File: src/rtl/align_accum_serial.sv
// align_accum_serial
// ------------------
// Sits directly after the 9-lane max-exponent stage of the MAC subsystem.
// It captures one set of nine product mantissas together with their
// exponents, signs, skip mask and the shared max exponent. It then
// right-aligns each mantissa to the max exponent and adds or subtracts it
// into a signed fixed-point accumulator, one lane per cycle. The finished
// sum is offered to the normalisation stage over a valid/ready handshake.
//
// Ports
//   i_clk, i_rst_n      clock, asynchronous active-low reset
//   i_valid / o_ready   upstream handshake (a set is accepted only in IDLE)
//   i_skip[8:0]         per-lane skip, bit 8 = lane 0
//   i_max_exp           max exponent of the set
//   i_exp, i_man        packed lane exponents / mantissa magnitudes, lane 0 in MS slice
//   i_sign[8:0]         lane signs (1 = negative), bit 8 = lane 0
//   o_valid / i_ready   downstream handshake
//   o_sum               two's-complement aligned sum (wraps modulo 2^ACC_W)
//   o_max_exp           captured max exponent
//   o_err               a non-skipped lane had exp > max_exp
//   o_sticky            (STICKY_EN only) a non-skipped lane lost nonzero bits in alignment
//
// Optional feature macro: STICKY_EN

module align_accum_serial #(
   parameter int EXP_W = 6,
   parameter int MAN_W = 22,
   parameter int ACC_W = 27
) (
   input  logic               i_clk,
   input  logic               i_rst_n,
   input  logic               i_valid,
   output logic               o_ready,
   input  logic [8:0]         i_skip,
   input  logic [EXP_W-1:0]   i_max_exp,
   input  logic [9*EXP_W-1:0] i_exp,
   input  logic [9*MAN_W-1:0] i_man,
   input  logic [8:0]         i_sign,
   output logic               o_valid,
   input  logic               i_ready,
   output logic [ACC_W-1:0]   o_sum,
   output logic [EXP_W-1:0]   o_max_exp,
   output logic               o_err
`ifdef STICKY_EN
   ,
   output logic               o_sticky
`endif
);

   typedef enum logic [1:0] {
      IDLE  = 2'd0,
      ACCUM = 2'd1,
      DONE  = 2'd2
   } state_t;

   // Shifts at or beyond the mantissa width push every bit out.
   localparam logic [EXP_W-1:0] SHIFT_LIMIT = EXP_W'(MAN_W);
   localparam logic [3:0]       LAST_LANE   = 4'd8;

   state_t             state_r;
   state_t             state_nxt_s;
   logic [3:0]         cnt_r;
   logic [8:0]         skip_r;
   logic [8:0]         sign_r;
   logic [9*EXP_W-1:0] exp_r;
   logic [9*MAN_W-1:0] man_r;
   logic [EXP_W-1:0]   max_exp_r;
   logic [ACC_W-1:0]   acc_r;
   logic               err_r;

   logic               lane_skip_s;
   logic               lane_sign_s;
   logic [EXP_W-1:0]   lane_exp_s;
   logic [MAN_W-1:0]   lane_man_s;
   logic [EXP_W-1:0]   shift_s;
   logic [ACC_W-1:0]   term_s;
   logic               lane_err_s;

   // The captured lane vectors are shifted left after every accumulate
   // cycle, so the lane being processed is always in the MS slice.
   // Lane datapath: alignment shift, aligned term and exponent error.
   always_comb begin
      lane_skip_s = skip_r[8];
      lane_sign_s = sign_r[8];
      lane_exp_s  = exp_r[9*EXP_W-1 -: EXP_W];
      lane_man_s  = man_r[9*MAN_W-1 -: MAN_W];
      shift_s     = {EXP_W{1'b0}};
      term_s      = {ACC_W{1'b0}};
      lane_err_s  = 1'b0;
      if (lane_skip_s) begin
         term_s = {ACC_W{1'b0}};
      end else begin
         // An exponent above the max is an upstream fault: flag it and
         // use the mantissa unshifted.
         if (lane_exp_s > max_exp_r) begin
            shift_s    = {EXP_W{1'b0}};
            lane_err_s = 1'b1;
         end else begin
            shift_s    = max_exp_r - lane_exp_s;
            lane_err_s = 1'b0;
         end
         if (shift_s >= SHIFT_LIMIT) begin
            term_s = {ACC_W{1'b0}};
         end else begin
            term_s = ACC_W'(lane_man_s >> shift_s);
         end
      end
   end

   // Next-state selection for the accept / accumulate / present sequence.
   always_comb begin
      state_nxt_s = state_r;
      case (state_r)
         IDLE: begin
            if (i_valid) begin
               state_nxt_s = ACCUM;
            end else begin
               state_nxt_s = IDLE;
            end
         end
         ACCUM: begin
            if (cnt_r == LAST_LANE) begin
               state_nxt_s = DONE;
            end else begin
               state_nxt_s = ACCUM;
            end
         end
         DONE: begin
            if (i_ready) begin
               state_nxt_s = IDLE;
            end else begin
               state_nxt_s = DONE;
            end
         end
         default: state_nxt_s = IDLE;
      endcase
   end

   // State register.
   always_ff @(posedge i_clk or negedge i_rst_n) begin
      if (!i_rst_n) begin
         state_r <= IDLE;
      end else begin
         state_r <= state_nxt_s;
      end
   end

   // Capture at acceptance, then accumulate one lane per cycle.
   always_ff @(posedge i_clk or negedge i_rst_n) begin
      if (!i_rst_n) begin
         cnt_r     <= 4'd0;
         skip_r    <= 9'd0;
         sign_r    <= 9'd0;
         exp_r     <= {(9*EXP_W){1'b0}};
         man_r     <= {(9*MAN_W){1'b0}};
         max_exp_r <= {EXP_W{1'b0}};
         acc_r     <= {ACC_W{1'b0}};
         err_r     <= 1'b0;
      end else begin
         case (state_r)
            IDLE: begin
               if (i_valid) begin
                  cnt_r     <= 4'd0;
                  skip_r    <= i_skip;
                  sign_r    <= i_sign;
                  exp_r     <= i_exp;
                  man_r     <= i_man;
                  max_exp_r <= i_max_exp;
                  acc_r     <= {ACC_W{1'b0}};
                  err_r     <= 1'b0;
               end
            end
            ACCUM: begin
               if (lane_sign_s) begin
                  acc_r <= acc_r - term_s;
               end else begin
                  acc_r <= acc_r + term_s;
               end
               err_r  <= err_r | lane_err_s;
               cnt_r  <= cnt_r + 4'd1;
               skip_r <= skip_r << 1;
               sign_r <= sign_r << 1;
               exp_r  <= exp_r << EXP_W;
               man_r  <= man_r << MAN_W;
            end
            default: begin
               acc_r <= acc_r;
            end
         endcase
      end
   end

`ifdef STICKY_EN
   logic sticky_r;
   logic lane_lost_s;

   // Bits below the alignment point for a given shift.
   function automatic logic [MAN_W-1:0] low_mask(input logic [EXP_W-1:0] sh);
      return ~({MAN_W{1'b1}} << sh);
   endfunction

   // Detect nonzero bits discarded by this lane's alignment.
   always_comb begin
      lane_lost_s = 1'b0;
      if (lane_skip_s) begin
         lane_lost_s = 1'b0;
      end else if (shift_s >= SHIFT_LIMIT) begin
         lane_lost_s = (lane_man_s != {MAN_W{1'b0}});
      end else begin
         lane_lost_s = ((lane_man_s & low_mask(shift_s)) != {MAN_W{1'b0}});
      end
   end

   // Sticky flag: cleared at acceptance, accumulated across lanes.
   always_ff @(posedge i_clk or negedge i_rst_n) begin
      if (!i_rst_n) begin
         sticky_r <= 1'b0;
      end else if ((state_r == IDLE) && i_valid) begin
         sticky_r <= 1'b0;
      end else if (state_r == ACCUM) begin
         sticky_r <= sticky_r | lane_lost_s;
      end
   end

   assign o_sticky = sticky_r;
`endif

   assign o_ready   = (state_r == IDLE);
   assign o_valid   = (state_r == DONE);
   assign o_sum     = acc_r;
   assign o_max_exp = max_exp_r;
   assign o_err     = err_r;

endmodule

File: config.mk
export PLATFORM = sky130hd
export DESIGN_NAME = align_accum_serial
export DESIGN_NICKNAME = d
export VERILOG_FILES = /design/src/rtl/align_accum_serial.sv
export SDC_FILE = /design/constraint.sdc
export NUM_CORES = 1
export LEC_CHECK = 0
export CORE_MARGIN = 2
export CORE_UTILIZATION = 53
export DETAILED_ROUTE_END_ITERATION = 16
export HOLD_SLACK_MARGIN = 0.08
export PLACE_DENSITY = 0.89
export SLEW_MARGIN = 20
export SYNTH_ARGS = -nofsm -noshare
export SYNTH_HDL_FRONTEND = slang
export SYNTH_SLANG_ARGS = --single-unit
export TNS_END_PERCENT = 5
File: constraint.sdc
create_clock -name i_clk -period 7.7 [get_ports i_clk]
set_input_delay 1.54 -clock i_clk [delete_from_list [all_inputs] [get_ports i_clk]]
set_output_delay 1.54 -clock i_clk [all_outputs]
set_load 0.005 [all_outputs]
==> run metrics <==
status=finished, final reports clean; vias in the first global route=15700; FF+latch area=between 7000 and 8000 µm²; Post-synth EDFFs=0; CTS tree=built; Slew Viols, Final=0; Setup Skew=~0.018 ns; hold_buf cts=0; Pre-Repair DR Iteration Count=6; clock buffer depth=3; die area=between 30000 and 40000 µm²; synth unique cells=87; Area growth syn-to-layout=28.9%; Clock Latency Late Sink=0.52 ns; vias=15700; post-CTS setup buffer count=0; Mapped Area=approximately 16000 µm²; post-CTS sizing=0; filler cell count=2300; Row Count=64; Placed Area=19600 µm²; Setup Viol. Count Final=0; Starting Density=53.4%; Critical Path Start=o_max_exp[0]; area occupied by multi-input gates=7860 µm²; antenna violations before repair=5; Layout Nets=about 2500; reg2reg end=o_sum[26]; Vias per Instance=6.15; final period demand of the worst path=7.00 ns; final worst path period share=90.9%; critical path launch point type=flop; yosys warns=0; Buffers on Ports=315; clock root cell=clkbuf_16; GR Overflow Total=0; Post-synth top flop=dfrtp_1; Die Y=approximately 180 µm; DRC=0; Chip Width=179 µm; Slew HR=30.8%; initial DRC count=1623; crit path to=o_sum[26]; max_cap viols=0; crit-path max FO=19; CORE AREA=between 30000 and 40000 µm²; Crit. End Element=flop; RSZ-0062 raised after global routing=no; Reg2Reg Depth=26; Yosys reg bits=310; CP arrival=7.38 ns; worst r2r src=o_max_exp[0]; H-tree depth=2; gr usage total=around a third; Gate Count Post-Synth=1883; GP Congestion=0.963; register area share after synthesis=47.9%; worst hold path class=flop to flop; Routed Antenna Nets=0; layout cells sized above 1=a little under 6%; clock-pin slew on the worst setup and hold paths=0.06 ns; largest net degree at the start of global routing=156; syn_area_per_cell=8.60 µm²; Max Fclk=143 MHz; Layout Cell Area excl Fill=20900 µm²; Mapped Nets=2200; ys async rst share=100%; WS Path Type=flop to flop; first-pass GRT wire length=83300 µm; Critical Path RT=8.07 ns; cts bufs inserted=35; setup tns final=0 ns; Routed WL per cell=21.1 µm; Worst-Margin Slew=1.03 ns; r2r setup slk=0.70 ns; CTS sink count=310; # IOs=316; Hold Fails Final Rpt=0; Post-DP HPWL=37400 µm; final wirelength=53900 µm
[state kept, by name, summed over array words and instances (netlist names)]
signal,flops
skip_r,9
exp_r,54
sign_r,9
state_r,2
cnt_r,4
o_max_exp,6
o_err,1
o_sum,27
man_r,198
[cells in the mapped netlist, types with 3 or more instances]
| library cell | instances | area (µm²) |
|---|---|---|
| nor3b_1 | 3 | 22.5 |
| o31a_1 | 3 | 26.3 |
| a21o_1 | 12 | 90.1 |
| nand4_1 | 4 | 25.0 |
| inv_1 | 24 | 90.1 |
| nor2_4 | 3 | 33.8 |
| nand2b_1 | 8 | 50.1 |
| nor2b_1 | 7 | 43.8 |
| xnor2_1 | 20 | 175 |
| buf_4 | 3 | 22.5 |
| o21bai_1 | 5 | 37.5 |
| a22oi_1 | 31 | 233 |
| dfrtp_1 | 310 | 7760 |
| o22ai_1 | 216 | 1350 |
| nand3_1 | 47 | 235 |
| nor2_1 | 460 | 1730 |
| o211ai_1 | 11 | 82.6 |
| o21a_1 | 8 | 60.1 |
| buf_2 | 11 | 55.1 |
| nor3_1 | 17 | 85.1 |
| mux2i_1 | 16 | 160 |
| and3_1 | 14 | 87.6 |
| xor2_1 | 22 | 193 |
| a211oi_1 | 22 | 165 |
| clkbuf_1 | 102 | 383 |
| nor4_1 | 5 | 31.3 |
| o21ai_1 | 4 | 20.0 |
| a31oi_1 | 10 | 62.6 |
| or3_1 | 6 | 37.5 |
| nand2_1 | 194 | 728 |
| o31ai_1 | 11 | 82.6 |
| a211o_1 | 3 | 26.3 |
| o221a_2 | 3 | 33.8 |
| a21oi_1 | 48 | 240 |
| and2_1 | 6 | 37.5 |
| o21ai_0 | 97 | 485 |
| buf_1 | 12 | 45.0 |
| o2111ai_1 | 4 | 35.0 |
| ha_1 | 35 | 438 |
[critical path: stages (launching register included)]
cell and delay (ns):
dfrtp_1 0.35, inv_1 0.06, ha_1 0.21, inv_1 0.07, fa_1 0.33, a211oi_4 0.12
o21ai_2 0.70, nand2_1 0.47, a2111oi_0 0.62, o32ai_1 0.21, o2111a_1 0.23, nor4b_4 0.29
and4_1 0.38, nor2_1 0.08, xor2_1 0.15, ha_1 0.32, o21ai_0 0.11, nor2_1 0.12
a21oi_1 0.12, o31ai_1 0.53, nor3b_1 0.26, o21ai_0 0.16, a31oi_1 0.28, a31oi_1 0.18
nor3b_1 0.17, mux2i_1 0.18, o211ai_1 0.11
[logic make-up (layout without fill, tap and decap cells)]
kind of cell    Yosys count  count (layout)  share of synthesized area (%)
buf+inv                 154             429                           3.81
flops                   310             310                           47.9
xor+xnor                 43              43                           2.37
fa+ha+maj                37              37                           2.95
compound gates          527             527                           21.2
mux                      17              17                           1.06
other cells               0               4                              0
simple gates            795             795                           20.7
[metrics by stage]
step                std cells  utilization, %  hold slack, ns  setup slack [ns]
global route             2558            68.8           0.501             0.282
floorplan                1883               -           0.447              2.14
global placement         2492            64.6           0.460              1.05
CTS                      2553            68.7           0.478             0.774
detailed placement       2492            64.6           0.464             0.839
finish                   2558            68.8           0.478             0.699
[area by class of cell]
| type | instances | area share (%) |
|---|---|---|
| multi-input combinational | 1419 | 37.7 |
| clock inverter | 13 | 1.12 |
| timing repair buffer | 344 | 16.3 |
| antenna | 4 | 0.0479 |
| sequential | 310 | 37.2 |
| tap | 396 | 2.37 |
| clock buffer | 48 | 4.87 |
| inverter | 24 | 0.431 |
[how the worst min path moves through the flow]
stage,startpoint,endpoint,depth (start not counted)
floorplan,exp_r[10],exp_r[10],2
global placement,exp_r[9],exp_r[9],2
detailed placement,exp_r[9],exp_r[9],2
CTS,exp_r[9],exp_r[9],2
global route,exp_r[10],exp_r[10],2
finish,exp_r[9],exp_r[9],2
[cells in the final DEF, fill, tap and decap left out, types with 12 or more instances in the layout]
master / count
o22ai_1: 216
xor2_1: 22
clkbuf_16: 36
clkdlybuf4s50_1: 314
inv_1: 24
a22oi_1: 31
ha_1: 35
mux2i_1: 16
xnor2_1: 20
nor2_1: 459
nor3_1: 17
dfrtp_1: 310
a21o_1: 12
o21ai_0: 97
nand2_1: 192
buf_4: 26
a211oi_1: 22
a21oi_1: 48
nand3_1: 47
and3_1: 14
[routing by layer]
metal  routed length, µm  global-route usage, %  vias up
li1                    -                      -     7207
met5                  13                      0        -
met3                4050                   7.15      171
met2               26300                   56.0      706
met1               20900                   41.7     7651
met4                2600                   14.5        2
Power is not shown: default switching activity piles up to over one toggle a cycle in this logic, so the estimate is an artifact.
